`config.mk`:
```
export PLATFORM = sky130hd
export DESIGN_NAME = fixed_to_float_pipe
export DESIGN_NICKNAME = d
export VERILOG_FILES = /design/src/rtl/fp_conv_pkg.sv /design/src/rtl/lzd_norm.sv /design/src/rtl/fixed_to_float_pipe.sv
export SDC_FILE = /design/constraint.sdc
export NUM_CORES = 1
export LEC_CHECK = 0
export BUFFER_PORTS_ARGS = -buffer_cell sky130_fd_sc_hd__buf_2
export CORE_MARGIN = 2
export CORE_UTILIZATION = 40
export CTS_CLUSTER_SIZE = 40
export DETAILED_ROUTE_END_ITERATION = 10
export PLACE_DENSITY = 0.58
export SKIP_CTS_REPAIR_TIMING = 1
export SYNTH_ARGS = -nofsm -noshare
export SYNTH_HDL_FRONTEND = slang
export SYNTH_SLANG_ARGS = --single-unit
```
`constraint.sdc`:
```
create_clock -name clk -period 10.7 [get_ports clk]
set_clock_uncertainty 0.1 [all_clocks]
set_input_delay 1.07 -clock clk [delete_from_list [all_inputs] [get_ports clk]]
set_output_delay 1.07 -clock clk [all_outputs]
set_load 0.05 [all_outputs]
```
`src/rtl/fp_conv_pkg.sv`:
```
// Shared binary32 constants, rounding-mode encodings and the stage payload
// passed from normalisation to rounding in fixed_to_float_pipe.
package fp_conv_pkg;

    localparam int BIAS   = 127;
    localparam int FRAC_W = 23;
    localparam int EXP_W  = 8;

    localparam logic RND_RNE   = 1'b0;
    localparam logic RND_TRUNC = 1'b1;

    typedef struct packed {
        logic              sign;
        logic              zero;
        logic              mode;
        logic [EXP_W-1:0]  exp;
        logic [FRAC_W-1:0] frac;
        logic              guard;
        logic              sticky;
    } s2_payload_t;

endpackage

```
`src/rtl/lzd_norm.sv`:
```
// Leading-one detector plus normalising shifter: finds the top set bit of
// mag, moves it to the hidden-bit slot and splits off fraction/guard/sticky.
module lzd_norm
    import fp_conv_pkg::*;
#(
    parameter int W   = 32,
    parameter int M_W = $clog2(W)
) (
    input  logic [W-1:0]      mag,
    output logic [M_W-1:0]    m,
    output logic [FRAC_W:0]   mant,
    output logic              guard,
    output logic              sticky
);

    // Pad below the word so narrow inputs still yield a full fraction and guard bit.
    localparam int EW = W + FRAC_W + 1;

    logic [W-1:0]  norm;
    logic [EW-1:0] ext;

    always_comb begin
        m = '0;
        for (int i = 0; i < W; i++) begin
            if (mag[i]) begin
                m = M_W'(i);
            end
        end
    end

    assign norm   = mag << (M_W'(W - 1) - m);
    assign ext    = {norm, {(FRAC_W + 1){1'b0}}};
    // mant[FRAC_W] is the hidden bit; it is clear only for a zero magnitude.
    assign mant   = ext[EW-1 -: FRAC_W + 1];
    assign guard  = ext[EW-2-FRAC_W];
    assign sticky = |ext[EW-3-FRAC_W:0];

endmodule

```
`src/rtl/fixed_to_float_pipe.sv`:
```
// Three-stage fixed-point to binary32 converter with valid/ready on both
// sides; a single stall signal freezes every stage together.
module fixed_to_float_pipe
    import fp_conv_pkg::*;
#(
    parameter int IN_W  = 32,
    parameter int POS_W = $clog2(IN_W)
) (
    input  logic              clk,
    input  logic              rst,
    input  logic              in_valid,
    output logic              in_ready,
    input  logic [IN_W-1:0]   targetnumber,
    input  logic [POS_W-1:0]  fixpointpos,
    input  logic              is_signed,
    input  logic              rnd_mode,
    output logic              out_valid,
    input  logic              out_ready,
    output logic [31:0]       result,
    output logic              inexact
);

    localparam int M_W = $clog2(IN_W);

    logic stall;
    assign stall    = out_valid && !out_ready;
    assign in_ready = !stall;

    // ---------------- S1: sign/magnitude, clamped position, mode
    logic              sign_next;
    logic [IN_W-1:0]   mag_next;
    logic [POS_W-1:0]  pos_next;

    logic              s1_valid_reg;
    logic              s1_sign_reg;
    logic              s1_mode_reg;
    logic [IN_W-1:0]   s1_mag_reg;
    logic [POS_W-1:0]  s1_pos_reg;

    assign sign_next = is_signed & targetnumber[IN_W-1];
    // Negation stays within IN_W bits, so the most negative input maps to 2^(IN_W-1).
    assign mag_next  = sign_next ? (~targetnumber + IN_W'(1)) : targetnumber;
    assign pos_next  = (int'(fixpointpos) > IN_W - 1) ? POS_W'(IN_W - 1) : fixpointpos;

    always_ff @(posedge clk or posedge rst) begin
        if (rst) begin
            s1_valid_reg <= 1'b0;
            s1_sign_reg  <= 1'b0;
            s1_mode_reg  <= 1'b0;
            s1_mag_reg   <= '0;
            s1_pos_reg   <= '0;
        end else if (!stall) begin
            s1_valid_reg <= in_valid;
            s1_sign_reg  <= sign_next;
            s1_mode_reg  <= rnd_mode;
            s1_mag_reg   <= mag_next;
            s1_pos_reg   <= pos_next;
        end
    end

    // ---------------- S2: leading-one detect, normalise, unrounded exponent
    logic [M_W-1:0]  lead;
    logic [FRAC_W:0] mant;
    logic            guard;
    logic            sticky;

    lzd_norm #(
        .W   (IN_W),
        .M_W (M_W)
    ) u_lzd_norm (
        .mag    (s1_mag_reg),
        .m      (lead),
        .mant   (mant),
        .guard  (guard),
        .sticky (sticky)
    );

    s2_payload_t s2_next;
    s2_payload_t s2_reg;
    logic        s2_valid_reg;

    always_comb begin
        s2_next        = '0;
        s2_next.sign   = s1_sign_reg;
        s2_next.zero   = !mant[FRAC_W];
        s2_next.mode   = s1_mode_reg;
        s2_next.exp    = EXP_W'(int'(lead) - int'(s1_pos_reg) + BIAS);
        s2_next.frac   = mant[FRAC_W-1:0];
        s2_next.guard  = guard;
        s2_next.sticky = sticky;
    end

    always_ff @(posedge clk or posedge rst) begin
        if (rst) begin
            s2_valid_reg <= 1'b0;
            s2_reg       <= '0;
        end else if (!stall) begin
            s2_valid_reg <= s1_valid_reg;
            s2_reg       <= s2_next;
        end
    end

    // ---------------- S3: round, exponent carry, pack
    logic              round_up;
    logic [FRAC_W:0]   frac_sum;
    logic [EXP_W-1:0]  exp_rnd;
    logic [31:0]       result_next;

    assign round_up = (s2_reg.mode != RND_TRUNC) && s2_reg.guard
                      && (s2_reg.sticky || s2_reg.frac[0]);
    assign frac_sum = {1'b0, s2_reg.frac} + (FRAC_W + 1)'(round_up);
    // A carry out of the fraction leaves it all-zero, which is the correct 1.0 mantissa.
    assign exp_rnd  = s2_reg.exp + EXP_W'(frac_sum[FRAC_W]);
    assign result_next = s2_reg.zero ? 32'h0000_0000
                                     : {s2_reg.sign, exp_rnd, frac_sum[FRAC_W-1:0]};

    always_ff @(posedge clk or posedge rst) begin
        if (rst) begin
            out_valid <= 1'b0;
            result    <= '0;
            inexact   <= 1'b0;
        end else if (!stall) begin
            out_valid <= s2_valid_reg;
            result    <= result_next;
            inexact   <= s2_reg.guard | s2_reg.sticky;
        end
    end

endmodule

```
# --- Yosys cells after proc, flatten, opt, wreduce, memory -nomap -nowiden ---
# Index checks and enable logic that the tools add are counted.
classes:
  n_reduce_logical: 8
  muxes: 33
  shifts: 1
  add_sub_neg: 6
  bitwise: 4
ops:
  columns: ["operator", "n"]
  rows:
  - ["5-bit 2-to-1 mux", 16]
  - ["32-bit 2-to-1 mux", 2]
  - ["32-bit by 1-bit adder with 32-bit output, second input constant", 1]
  - ["4-bit 2-to-1 mux", 8]
  - ["32-bit inverter", 1]
  - ["32-bit by 5-bit << shifter with 32-bit output", 1]
  - ["23-bit by 1-bit adder with 24-bit output", 1]
  - ["3-bit 2-to-1 mux", 4]
  - ["6-bit by 8-bit adder with 8-bit output, second input constant", 1]
  - ["8-bit by 1-bit adder with 8-bit output", 1]
  - ["7-bit OR reduction", 1]
  - ["5-bit by 5-bit subtractor with 6-bit output", 1]
  - ["5-bit subtractor, first input constant", 1]
  - ["2-bit 2-to-1 mux", 2]
  - ["1-bit logical AND", 3]
  - ["1-bit zero test", 3]
  - ["1-bit AND", 1]
  - ["1-bit logical OR", 1]
  - ["1-bit 2-to-1 mux", 1]
  - ["1-bit inverter", 1]
  - ["1-bit bitwise OR", 1]
word_totals:
  output_inout_bits: 35
  inputBits: 43
  elab_cells: 68
  register_bits: 111

# --- Logic depth before layout (Yosys ltp) ---
depth:
  depth_word: 34
  mapped_depth: 17
  depth_no_buf: 14

# --- Hierarchy ---
# A second synthesis with hierarchy kept.
hier_totals:
  cells_unflattened: 869
  hier_area_um2: 7402.1
modules_own_cells:
  columns: ["mod", "area_per_inst_um2", "seq_area_each_um2", "cells_each", "n_inst"]
  rows:
  - ["fixed_to_float_pipe", 5586.6, 2777.7, 607, 1]
  - ["lzd_norm", 1815.5, 0.0, 262, 1]

# --- Worst setup path after synthesis ---
# OpenSTA, ideal clock, no wires.
synth_path:
  path_type: "reg-to-reg"
  startpoint: "reg s1_mag_reg[12]"
  endpoint: "reg s2_reg[29] in the netlist's numbering"
  t_required_ns: 10.518
  synth_period_minus_slack_ns: 3.399
  arrival_ns: 3.217
  n_path_buf: 2
  setup_time_ns: 0.082
  path_stages_with_launch: 16
  slack_ns: 7.301
  path_cell_list: "dfrtp_1 buf_6 or3_4 a221oi_2 o21ai_2 a211oi_4 inv_2 buf_6 ha_1 inv_1 fa_1 inv_1 ha_1 nand2_1 or3_1 a31oi_1"
synth_between:
  elab_chain_cells: 22
synth_lines:
  columns: ["element", "line", "text"]
  rows:
  - ["start, declared", "fixed_to_float_pipe.sv:37", "logic [IN_W-1:0] s1_mag_reg;"]
  - ["start signal, assigned", "fixed_to_float_pipe.sv:56", "s1_mag_reg <= mag_next;"]
  - ["4-bit 2-to-1 mux (4 in a row)", "lzd_norm.sv:25", "if (mag[i]) begin"]
  - ["5-bit 2-to-1 mux (16 in a row)", "lzd_norm.sv:25", null]
  - ["5-bit by 5-bit subtractor with 6-bit output", "fixed_to_float_pipe.sv:87", "s2_next.exp = EXP_W'(int'(lead) - int'(s1_pos_reg) + BIAS);"]
  - ["6-bit by 8-bit adder with 8-bit output", "fixed_to_float_pipe.sv:87", null]
  - ["end signal, assigned", "fixed_to_float_pipe.sv:99", "s2_reg <= s2_next;"]
  - ["end, declared", "fixed_to_float_pipe.sv:79", "s2_payload_t s2_reg;"]
# Every way passes these cells.
# A chain may end at the register's enable or synchronous reset.

# --- Worst setup path after layout ---
layout_path:
  startpoint: "reg s1_mag_reg[8]"
  endpoint: "reg s2_reg[30] in the netlist's numbering"
layout_between:
  elab_chain_cells: 26
layout_lines:
  columns: ["element", "line"]
  rows:
  - ["4-bit 2-to-1 mux (8 in a row)", "lzd_norm.sv:25"]
  - ["5-bit 2-to-1 mux (16 in a row)", "lzd_norm.sv:25"]
  - ["5-bit by 5-bit subtractor with 6-bit output", "fixed_to_float_pipe.sv:87"]
  - ["6-bit by 8-bit adder with 8-bit output", "fixed_to_float_pipe.sv:87"]
# Every way passes these cells.

==> flow_summary.ini <==
[outcome]
status = completed

[global_routing]
grt_pass1_wl_um = 31000
overflow = 0
grt_pass1_vias = 5719
track_usage_pct = 19.1
antenna_found_initial = 0
grt_max_degree = 95

[setup_path]
crit_end = s2_reg[30]$_DFFE_PP0N_
r2r_setup_slack_ns = 6.83
cp_max_fo = 35
endpoint_kind = register
arrival_ns = 4.00
crit_path_start = s1_mag_reg[8]$_DFFE_PP0N_
crit_required_ns = 10.83
r2r_cells = 11
critical_path_class = reg -> reg
path_cells = or4_1 > o211ai_1 > a31oi_2 > buf_4 > inv_2 > ha_1 > xnor2_1 > nand3_1 > nor3_1 > xnor2_1 > o21ai_0
rr_startpoint = s1_mag_reg[8]$_DFFE_PP0N_
timing.rr.end = s2_reg[30]$_DFFE_PP0N_
slowest_delay_ns = 0.59
critPathLaunchType = register
crit_slowest_cell = or4_1
critPathMostFrequentCell = xnor2_1

[synth]
synth-edff-count = 0
syn_area_per_cell_um2 = 8.93
synth_flop_cell = dfrtp_1
ys_types = 88
synth_warnings = 0
synthCells = 861
syn_area_um2 = 7690
synthArstFlopShare_pct = 100
yosysSeqAreaShare_pct = 36.1
syn_nets = 916
ys_seq_elements = 111

[power_and_ir_drop]
total_power_mw = 2.43
power.leakage_nw = 3.68
vdd_drop_max_v = 0.000102
p_per_area_nw_per_um2 = 293

[placement]
globalplace.congestion = 0.927
dp.final_hpwl_um = 14000
portBuffers = 77
place_ws_ns = 6.85

[clock_tree]
insertion_delay_ns = 0.37
numCtsBuffers = 9
clk_pin_slew_ns = 0.08
clock-sinks = 111
h-tree-depth = 3
cts_buffer_depth = 2
cts_tree = done
root_buffer = clkbuf_16

[sta]
fin_ws_ns = 6.83
drv_slew = 0
tightest_slew_ns = 0.950
rsz0062_at_grt = false
clock.fmax_mhz = 258
setup_viol = 0
fin_crit_sh_pct = 36.2
hold_violations = 0
fin_tns_setup_ns = 0
fin_crit_ns = 3.87
slew_headroom_pct = 36.7

[die]
dieWidth_um = 143
ios = 78
die_y_um = 143
core_area_um2 = 18800
num_rows = 50
die_area_um2 = 20300
start_util_pct = 41.0

[finish]
fillCellCount = 1894
antenna_cells = 0
mostFrequentLayoutCells = nand2_1, dfrtp_1, buf_2
largest_reg_flops = 36
drive_gt1_share_pct = 14.8
multi_input_area_um2 = 4380
num-nets-final = 951
seqCellArea_um2 = 2780
synthToLayoutAreaGrowth_pct = 8.14
layout_commonest_cell = nand2_1

[detailed_routing]
dr_total_vias = 6243
ant_nets = 0
wire_per_inst_um = 16.8
wirelength_um = 19100
first_pass_iters = 5
routed_via_density = 5.50
drc_errors = 0
initialDrtViolationCount = 403

[flow_run]
cap_violations = 0

[worst_hold_path]
hp-class = reg -> reg
hold_start = result[31]$_DFFE_PP0N_
## Yosys cell counts (8+ instances only)
cell	count	area share [%]
dfrtp_1	111	36
nand2_1	142	6.9
xnor2_1	34	3.9
a21oi_1	34	2.2
nor3_1	14	0.91
ha_1	11	1.8
nor4_1	13	1.1
xor2_1	28	3.2
clkbuf_1	31	1.5
inv_1	23	1.1
a31oi_1	9	0.73
mux2i_1	60	7.8
o21ai_0	73	4.8
o31ai_1	10	0.98
and2_1	8	0.65
nand3_1	20	1.3
a22oi_1	8	0.78
buf_6	8	1.2
nor2_1	62	3.0
and3_1	8	0.65
## area by class of cell
cell class | instances | share of cell area [%]
clock buffer | 10 | 2.87
clock inverter | 6 | 0.978
inverter | 26 | 1.23
multi-input combinational | 664 | 52.7
sequential | 111 | 33.4
tap | 234 | 3.52
timing repair buffer | 84 | 5.27
## metrics by stage
stage | hold WS, ns | area [um^2] | instances | util [%]
global route | 0.389 | 8310 | 1135 | 44.3
global placement | 0.345 | 7990 | 1119 | 42.6
detailed placement | 0.352 | 7990 | 1119 | 42.6
floorplan | 0.330 | 7690 | 861 | -
CTS | 0.370 | 8310 | 1135 | 44.3
finish | 0.365 | 8310 | 1135 | 44.3
## logic make-up (layout without fill, tap and decap cells)
logic type                 after synthesis  after routing  synth area share [%]
AOI/OAI and AO/OA                      205            205                  17.6
xor gates and xnor gates                62             62                  7.06
adders and majority gates               12             12                  2.05
buffers and inverters                   86            126                  6.97
DFF                                    111            111                  36.1
muxes                                   77             77                  11.6
and+or+nand+nor                        308            308                  18.6
## worst max-delay path: cells and delay by family, from the launching register on
kind	cells	cell delay [ns]
adder cells (fa/ha/maj)	1	0.40
AND/OR/NAND/NOR	3	1.06
buffers and inverters	2	0.83
flip-flops	1	0.47
AO/OA/AOI/OAI	3	0.44
XOR/XNOR	2	0.43
## layer usage
metal	wire length, um	track usage (%)	vias to the layer above	share of wire [%]
met2	8450	28.3	155	44
met4	350	6.10	0	1.8
met1	9540	28.3	2931	50
met5	0	0	-	0
li1	-	-	3133	-
met3	726	3.42	24	3.8
## report_power, final
part / internal, mW / switching [mW] / total, mW
Clock: 0.194 / 0.174 / 0.368
Sequential: 0.589 / 0.183 / 0.773
Combinational: 0.465 / 0.829 / 1.29
## how the worst min path moves through the flow
stage / to / slack (ns) / cells after the start
final: result[31]$_DFFE_PP0N_ / 0.36 / 2
after global placement: result[1]$_DFFE_PP0N_ / 0.34 / 2
after detailed placement: result[1]$_DFFE_PP0N_ / 0.35 / 2
after global routing: s1_valid_reg$_DFFE_PP0N_ / 0.39 / 2
after floorplan: s2_valid_reg$_DFFE_PP0N_ / 0.33 / 2
after CTS: result[1]$_DFFE_PP0N_ / 0.37 / 2
Power figures use the tool's default switching activity.
